<file path="config.mk">
export PLATFORM = sky130hd
export DESIGN_NAME = pll_lock_sequencer
export DESIGN_NICKNAME = d
export VERILOG_FILES = /design/src/rtl/pll_seq_pkg.sv /design/src/rtl/pll_lock_sequencer_lock_sync.sv /design/src/rtl/pll_lock_sequencer.sv
export SDC_FILE = /design/constraint.sdc
export NUM_CORES = 1
export LEC_CHECK = 0
export BUFFER_PORTS_ARGS = -buffer_cell sky130_fd_sc_hd__buf_2
export CORE_ASPECT_RATIO = 0.9
export CORE_MARGIN = 2
export CORE_UTILIZATION = 50
export CTS_CLUSTER_SIZE = 25
export DETAILED_ROUTE_END_ITERATION = 16
export PLACE_DENSITY = 0.81
export REMOVE_ABC_BUFFERS = 1
export SLEW_MARGIN = 20
export SYNTH_ARGS = -nofsm -noshare
export SYNTH_HDL_FRONTEND = slang
export SYNTH_SLANG_ARGS = --single-unit
</file>
<file path="constraint.sdc">
create_clock -name refclk -period 2.75 [get_ports refclk]
set_input_delay 0.275 -clock refclk [delete_from_list [all_inputs] [get_ports refclk]]
set_output_delay 0.275 -clock refclk [all_outputs]
set_load 0.02 [all_outputs]
</file>
<file path="src/rtl/pll_seq_pkg.sv">
// Shared types and helpers for the PLL lock sequencer.
package pll_seq_pkg;

  typedef enum logic [2:0] {
    RESET_HOLD  = 3'd0,
    WAIT_LOCK   = 3'd1,
    LOCK_STABLE = 3'd2,
    READY       = 3'd3,
    FAULT       = 3'd4
  } seq_state_e;

  // Counter only ever needs to reach (longest phase - 1).
  function automatic int unsigned cnt_width(input int unsigned a,
                                            input int unsigned b,
                                            input int unsigned c);
    int unsigned m;
    m = a;
    if (b > m) m = b;
    if (c > m) m = c;
    return (m < 2) ? 1 : $clog2(m);
  endfunction

endpackage

</file>
<file path="src/rtl/pll_lock_sequencer_lock_sync.sv">
// Multi-flop bit synchronizer, async active-high reset to 0.
module lock_sync #(
  parameter int unsigned STAGES = 2
) (
  input  logic clk,
  input  logic rst,
  input  logic d,
  output logic q
);

  logic [STAGES-1:0] sync_q;
  logic [STAGES-1:0] sync_d;

  always_comb begin
    sync_d = {sync_q[STAGES-2:0], d};
  end

  always_ff @(posedge clk or posedge rst) begin
    if (rst) begin
      sync_q <= '0;
    end else begin
      sync_q <= sync_d;
    end
  end

  assign q = sync_q[STAGES-1];

endmodule

</file>
<file path="src/rtl/pll_lock_sequencer.sv">
// Power-up / lock-qualification sequencer for the board PLL, clocked by refclk.
module pll_lock_sequencer
  import pll_seq_pkg::*;
#(
  parameter int unsigned RST_CYCLES    = 100,
  parameter int unsigned LOCK_TIMEOUT  = 100000,
  parameter int unsigned STABLE_CYCLES = 1024,
  parameter int unsigned MAX_RETRY     = 3,
  parameter int unsigned SYNC_STAGES   = 2
) (
  input  logic                           refclk,
  input  logic                           reset,
  input  logic                           pll_lock,
  input  logic                           soft_restart,
  output logic                           pll_reset,
  output logic                           clk_ready,
  output logic                           fault,
  output logic [$clog2(MAX_RETRY+1)-1:0] retry_cnt,
  output logic [2:0]                     seq_state
);

  localparam int unsigned CW = cnt_width(RST_CYCLES, LOCK_TIMEOUT, STABLE_CYCLES);
  localparam int unsigned RW = $clog2(MAX_RETRY + 1);

  localparam logic [CW-1:0] RST_LAST    = CW'(RST_CYCLES - 1);
  localparam logic [CW-1:0] TIMEOUT_LAST = CW'(LOCK_TIMEOUT - 1);
  localparam logic [CW-1:0] STABLE_LAST = CW'(STABLE_CYCLES - 1);
  localparam logic [RW-1:0] RETRY_MAX   = RW'(MAX_RETRY);

  logic lock_s;

  lock_sync #(
    .STAGES(SYNC_STAGES)
  ) u_lock_sync (
    .clk(refclk),
    .rst(reset),
    .d  (pll_lock),
    .q  (lock_s)
  );

  seq_state_e    state_q, state_d;
  logic [CW-1:0] cnt_q, cnt_d;
  logic [RW-1:0] retry_q, retry_d;
  logic          pll_reset_q, pll_reset_d;
  logic          clk_ready_q, clk_ready_d;
  logic          fault_q, fault_d;

  always_comb begin
    state_d = state_q;
    retry_d = retry_q;
    cnt_d   = cnt_q + CW'(1);

    if (soft_restart) begin
      state_d = RESET_HOLD;
      retry_d = '0;
    end else begin
      case (state_q)
        RESET_HOLD: begin
          if (cnt_q == RST_LAST) state_d = WAIT_LOCK;
        end
        WAIT_LOCK: begin
          // Lock seen on the timeout cycle still counts as lock.
          if (lock_s) begin
            state_d = LOCK_STABLE;
          end else if (cnt_q == TIMEOUT_LAST) begin
            if (retry_q < RETRY_MAX) begin
              retry_d = retry_q + RW'(1);
              state_d = RESET_HOLD;
            end else begin
              state_d = FAULT;
            end
          end
        end
        LOCK_STABLE: begin
          if (!lock_s) state_d = WAIT_LOCK;
          else if (cnt_q == STABLE_LAST) state_d = READY;
        end
        READY: begin
          if (!lock_s) begin
            state_d = RESET_HOLD;
            retry_d = '0;
          end
        end
        FAULT:   state_d = FAULT;
        default: state_d = RESET_HOLD;
      endcase
    end

    // Restart inside RESET_HOLD keeps the state but must still restart the count.
    if (soft_restart || (state_d != state_q)) cnt_d = '0;

    pll_reset_d = (state_d == RESET_HOLD) || (state_d == FAULT);
    clk_ready_d = (state_d == READY);
    fault_d     = (state_d == FAULT);
  end

  always_ff @(posedge refclk or posedge reset) begin
    if (reset) begin
      state_q     <= RESET_HOLD;
      cnt_q       <= '0;
      retry_q     <= '0;
      pll_reset_q <= 1'b1;
      clk_ready_q <= 1'b0;
      fault_q     <= 1'b0;
    end else begin
      state_q     <= state_d;
      cnt_q       <= cnt_d;
      retry_q     <= retry_d;
      pll_reset_q <= pll_reset_d;
      clk_ready_q <= clk_ready_d;
      fault_q     <= fault_d;
    end
  end

  assign pll_reset = pll_reset_q;
  assign clk_ready = clk_ready_q;
  assign fault     = fault_q;
  assign retry_cnt = retry_q;
  assign seq_state = state_q;

endmodule

</file>
==> flow_summary.yaml, run 1 <==
run_status:
  status: "completed"
clock_tree:
  post_cts_buffers: 0
  cts_htree_levels: 1
  clkLatencyLatePin_ns: 0.33
  clockBufferDepth: 2
  cts_sinks: 27
  ctsResizeCount: 0
  cts_buffers: 3
  cts.clk_slew.worst_paths_ns: 0.15
  cts_tree: "yes"
  cts_root_buf: "clkbuf_4"
  postCtsHoldBufs: 0
worst_setup_path:
  critPathSlowestCell: "or4_4"
  worstReg2RegStart: "cnt_q[11]$_DFF_PP0_"
  critical_path_arrival_ns: 2.65
  path_delay_family: "simple AND/OR/NAND/NOR gates"
  crit_chain: "or4_4 -> or4_4 -> nor4_4 -> o31a_1 -> nor3_1"
  crit_type: "reg -> reg"
  crit_path_start_kind: "flip-flop"
  end_kind: "flip-flop"
  r2r_slack_ns: 0.32
  r2r_end: "cnt_q[15]$_DFF_PP0_"
  cp.required_ns: 2.97
  ff2ff_path_depth: 5
  crit_top_cell: "or4_4"
  cp.buffers_inverters: 0
  cp_max_fo: 11
  cp_slowest_stage_delay_ns: 0.56
logic_synthesis:
  ys_seq_area_frac: 0.478
  avgSynthCellArea_um2: 9.63
  synth_edf_count: 0
  yosysWarnings: 0
  synth_cell_types: 36
  syn_inst: 147
  ys.flop_type: "dfrtp_1"
  synth_async_sr_flop_share: 1.00
  yosys_register_bits: 27
  netlist_area_um2: 1420
drt:
  firstDrtPassIters: 4
  drt-wirelength-per-cell_um: 13.4
  drt_iter0_markers: 46
  vias: 1116
  drc: 0
  drt_wl_total_um: 2620
  viasPerCell: 5.69
  drt.antenna.violating_nets: 0
run:
  drv_cap: 0
timing:
  hold_viol_final: 0
  clock_skew_ns: 0.00938
  rsz0062_at_grt: "no"
  holdWs_ns: 0.0348
  fin_crit_ns: 2.43
  setup_tns_ns: 0
  min_period_over_period: 0.885
  setup_viol: 0
  fmax_mhz: 411
  slew_headroom: 0.338
  setup_ws_ns: 0.316
  worst_pin_slew_ns: 0.992
  maxSlewViolCount: 0
floorplan:
  die_y_um: 54.5
  core-area_um2: 2730
  start_util: 0.519
  dieArea_um2: 3270
  rows: 18
  io_pins: 12
  die_w_um: 60.1
place:
  dp_hpwl_um: 1840
  dp.cells: 192
  post-place-ws_ns: 0.295
  io_buffers: 11
  gp_congestion: 0.853
power_and_ir_drop:
  power_mw: 0.633
  powerDensity_nw_per_um2: 416
  seq_power_share: 0.657
  ir_worst_vdd_mv: 0.326
  clkPwrFrac: 0.272
  combPwrFrac: 0.071
  p_sw_frac: 0.246
  leakagePower_nw: 0.646
  p_sw_mw: 0.156
  p_int_mw: 0.478
layout:
  mostFrequentLayoutCells: "dfrtp_1 (26), nor2_1 (16), nor3_1 (15)"
  area_delta_synth_final_pct: 7.69
  nets: 163
  layout-drive-gt1-share: 0.160
  final_cells: 196
  final_common_cell: "dfrtp_1"
  register_area_um2: 677
  antenna_cells: 0
  fill_cells: 264
  multi_input_area_um2: 696
global_route:
  grt_pass1_vias: 1022
  grt_pass1_wl_um: 4490
  gr-usage-all-layers: 0.186
  grt_overflow_total: 0
  grt_max_degree: 28
  antenna_found_initial: 0
min_path:
  worstHoldPathType: "in -> reg"
  hold_end: "u_lock_sync.sync_q[0]$_DFF_PP0_"
  min_from: "pll_lock"
  min_path_cells: 1
## final cells by class
cell class | count | share of cell area
Clock buffer | 3 | 0.0148
Inverter | 3 | 0.00739
Clock inverter | 1 | 0.00328
Multi-Input combinational cell | 110 | 0.456
Sequential cell | 27 | 0.444
Timing Repair Buffer | 12 | 0.0411
Tap cell | 40 | 0.0328
## registers in the layout, indices dropped and copies added, names as in the netlist
register / count
clk_ready: 1
seq_state: 3
retry_cnt: 2
pll_reset: 1
u_lock_sync.sync_q: 2
fault: 1
cnt_q: 17
## routing by layer
metal,track usage,vias up,wire (um)
met5,0,-,0
met4,0.0556,0,20
met3,0.0544,2,107
met2,0.313,28,1240
met1,0.233,543,1250
li1,-,543,-
## power by group through the flow
stage	Clock, mW	Combinational, mW	Sequential [mW]
2_1_floorplan	0	0.0264	0.426
3_5_place_dp	0	0.0465	0.423
3_3_place_gp	0	0.0444	0.422
5_1_grt	0.192	0.0528	0.418
6_report	0.172	0.0450	0.416
4_1_cts	0.178	0.0462	0.416
## stage by stage
stage                      util  cell area, um^2
after floorplan               -             1380
after CTS                 0.559             1520
final                     0.559             1520
after detailed placement  0.549             1500
after global routing      0.559             1520
after global placement    0.549             1500
## cells by family (layout without fill, tap and decap cells)
family | Yosys count | count (layout) | share of synthesized area
XOR/XNOR | 15 | 15 | 0.0928
AO/OA/AOI/OAI | 11 | 11 | 0.0548
multiplexers | 1 | 1 | 0.00707
buffers and inverters | 10 | 19 | 0.0301
AND/OR/NAND/NOR | 81 | 81 | 0.319
flip-flops | 27 | 27 | 0.478
adder cells (fa/ha/maj) | 2 | 2 | 0.0177
## worst max-delay path by stage
stage                          endpoint  slack [ns]                start  cells after the start
floorplan           cnt_q[10]$_DFF_PP0_        0.52  cnt_q[11]$_DFF_PP0_                      5
global placement    cnt_q[15]$_DFF_PP0_        0.40   cnt_q[5]$_DFF_PP0_                      5
detailed placement   cnt_q[6]$_DFF_PP0_        0.29  cnt_q[11]$_DFF_PP0_                      5
CTS                  cnt_q[6]$_DFF_PP0_        0.29  cnt_q[11]$_DFF_PP0_                      5
global route         cnt_q[5]$_DFF_PP0_        0.17   cnt_q[5]$_DFF_PP0_                      5
finish              cnt_q[15]$_DFF_PP0_        0.32  cnt_q[11]$_DFF_PP0_                      5
## synthesized netlist by cell type (all sizes together), types with 3 or more instances
cell type / instances / area (um^2)
nand2: 13 / 48.8
inv: 3 / 11.3
xor2: 7 / 61.3
nor2: 16 / 60.1
dfrtp: 26 / 651
nor4: 5 / 46.3
nand3b: 3 / 22.5
clkbuf: 5 / 18.8
a21oi: 4 / 20.0
nand3: 7 / 35.0
nor3: 15 / 75.1
nand4: 5 / 31.3
or4: 5 / 45.0
xnor2: 8 / 70.1
Note: power is estimated with default switching activity, not from simulation.
==> run 2: changes to the inputs <==
--- a/config.mk
+++ b/config.mk
@@ -7,7 +7,6 @@
 export LEC_CHECK = 0
 export BUFFER_PORTS_ARGS = -buffer_cell sky130_fd_sc_hd__buf_2
 export CORE_ASPECT_RATIO = 0.9
-export CORE_MARGIN = 2
 export CORE_UTILIZATION = 50
 export CTS_CLUSTER_SIZE = 25
 export DETAILED_ROUTE_END_ITERATION = 16
==> flow_summary.yaml, run 2 (synthesis results as in run 1) <==
worst_setup_path:
  crit_type: "reg -> reg"
  cp.required_ns: 2.95
  critical_path_arrival_ns: 2.61
  cp_max_fo: 11
  end_kind: "flip-flop"
  crit_path_start_kind: "flip-flop"
run_status:
  status: "completed"
place:
  dp.cells: 189
  post-place-ws_ns: 0.350
  dp_hpwl_um: 1900
  gp_congestion: 0.875
  placed_area_um2: 1490
  io_buffers: 11
power_and_ir_drop:
  ir_worst_vdd_mv: 0.312
  powerDensity_nw_per_um2: 415
  leakagePower_nw: 0.634
  power_mw: 0.627
layout:
  final_common_cell: "dfrtp_1"
  layout-drive-gt1-share: 0.148
  nets: 162
  antenna_cells: 0
  final_util: 0.588
  fill_cells: 232
  fin_area_um2: 1510
  largest_register_ffs: 17
  final_cells: 193
  mostFrequentLayoutCells: "dfrtp_1 (26), nor2_1 (16), nor3_1 (15)"
  area_delta_synth_final_pct: 6.90
  regMostFlops: "cnt_q"
clock_tree:
  cts_sinks: 27
  cts_htree_levels: 1
  post_cts_buffers: 0
  clockBufferDepth: 2
  ctsResizeCount: 0
  clkLatencyLatePin_ns: 0.32
  cts_root_buf: "clkbuf_4"
  cts.clk_slew.worst_paths_ns: 0.13
  cts_buffers: 3
  cts_tree: "yes"
  postCtsHoldBufs: 0
global_route:
  grt_pass1_vias: 1066
  grt_pass1_wl_um: 4800
  grt_max_degree: 28
  grt_overflow_total: 0
  antenna_found_initial: 0
  gr-usage-all-layers: 0.210
floorplan:
  io_pins: 12
  dieArea_um2: 3050
  rows: 17
  die_y_um: 52.5
  start_util: 0.550
  die_w_um: 58.1
  core-area_um2: 2570
drt:
  firstDrtPassIters: 4
  viasPerCell: 5.74
  vias: 1108
  drt-wirelength-per-cell_um: 13.5
  drt.antenna.violating_nets: 0
  drc: 0
  drt_wl_total_um: 2610
  drt_iter0_markers: 55
timing:
  holdWs_ns: 0.0115
  fmax_mhz: 414
  fin_crit_ns: 2.41
  slew_headroom: 0.387
  min_period_over_period: 0.878
  setup_tns_ns: 0
  setup_ws_ns: 0.337
  rsz0062_at_grt: "no"
  hold_viol_final: 0
  setup_viol: 0
  worst_pin_slew_ns: 0.913
  clock_skew_ns: 0.00346
  maxSlewViolCount: 0
run:
  drv_cap: 0
min_path:
  worstHoldPathType: "in -> async"
run 2: cell count changes in the layout (fill, tap and decap cells not counted):
cell,previous run,this run
buf_4,1,0
clkinv_1,0,1
clkinv_2,1,0
inv_1,3,2
clkbuf_1,0,1
run 2: per-layer routing:
layer / track usage / part of all wire
met1: 0.277 / 0.45
met2: 0.337 / 0.48
met3: 0.0543 / 0.059
met4: 0.0714 / 0.010
met5: 0 / 0
run 2: critical path, stage by stage (launching register included):
cell     delay (ns)
dfrtp_1        0.45
or4_4          0.55
or4_4          0.46
nor4_4         0.30
o31a_1         0.41
nor3_1         0.12
run 2: final timing paths:
path / cells past startpoint / from / slack (ns) / endpoint
hold reg to reg: 0 / u_lock_sync.sync_q[0]$_DFF_PP0_ / 0.36 / u_lock_sync.sync_q[1]$_DFF_PP0_
max in group asynchronous: 2 / reset / 2.31 / cnt_q[7]$_DFF_PP0_
min in group refclk: 1 / pll_lock / 0.05 / u_lock_sync.sync_q[0]$_DFF_PP0_
hold / removal: 2 / reset / 0.01 / cnt_q[4]$_DFF_PP0_
setup / recovery: 5 / cnt_q[11]$_DFF_PP0_ / 0.34 / cnt_q[16]$_DFF_PP0_
setup reg to reg: 5 / cnt_q[11]$_DFF_PP0_ / 0.34 / cnt_q[16]$_DFF_PP0_
run 2: area by class of cell:
type                    count  area (um^2)  share of cell area
well taps                  38         47.5              0.0314
multi-input cells         110          696               0.460
clock buffers               4         26.3              0.0174
flip-flops and latches     27          677               0.447
inverters                   3         11.3             0.00744
repair buffers             11         55.1              0.0364
run 2: where the power goes:
group / internal, mW / switching, mW
Sequential: 0.406 / 0.0101
Combinational: 0.0159 / 0.0283
Clock: 0.0568 / 0.110
Total: 0.479 / 0.149
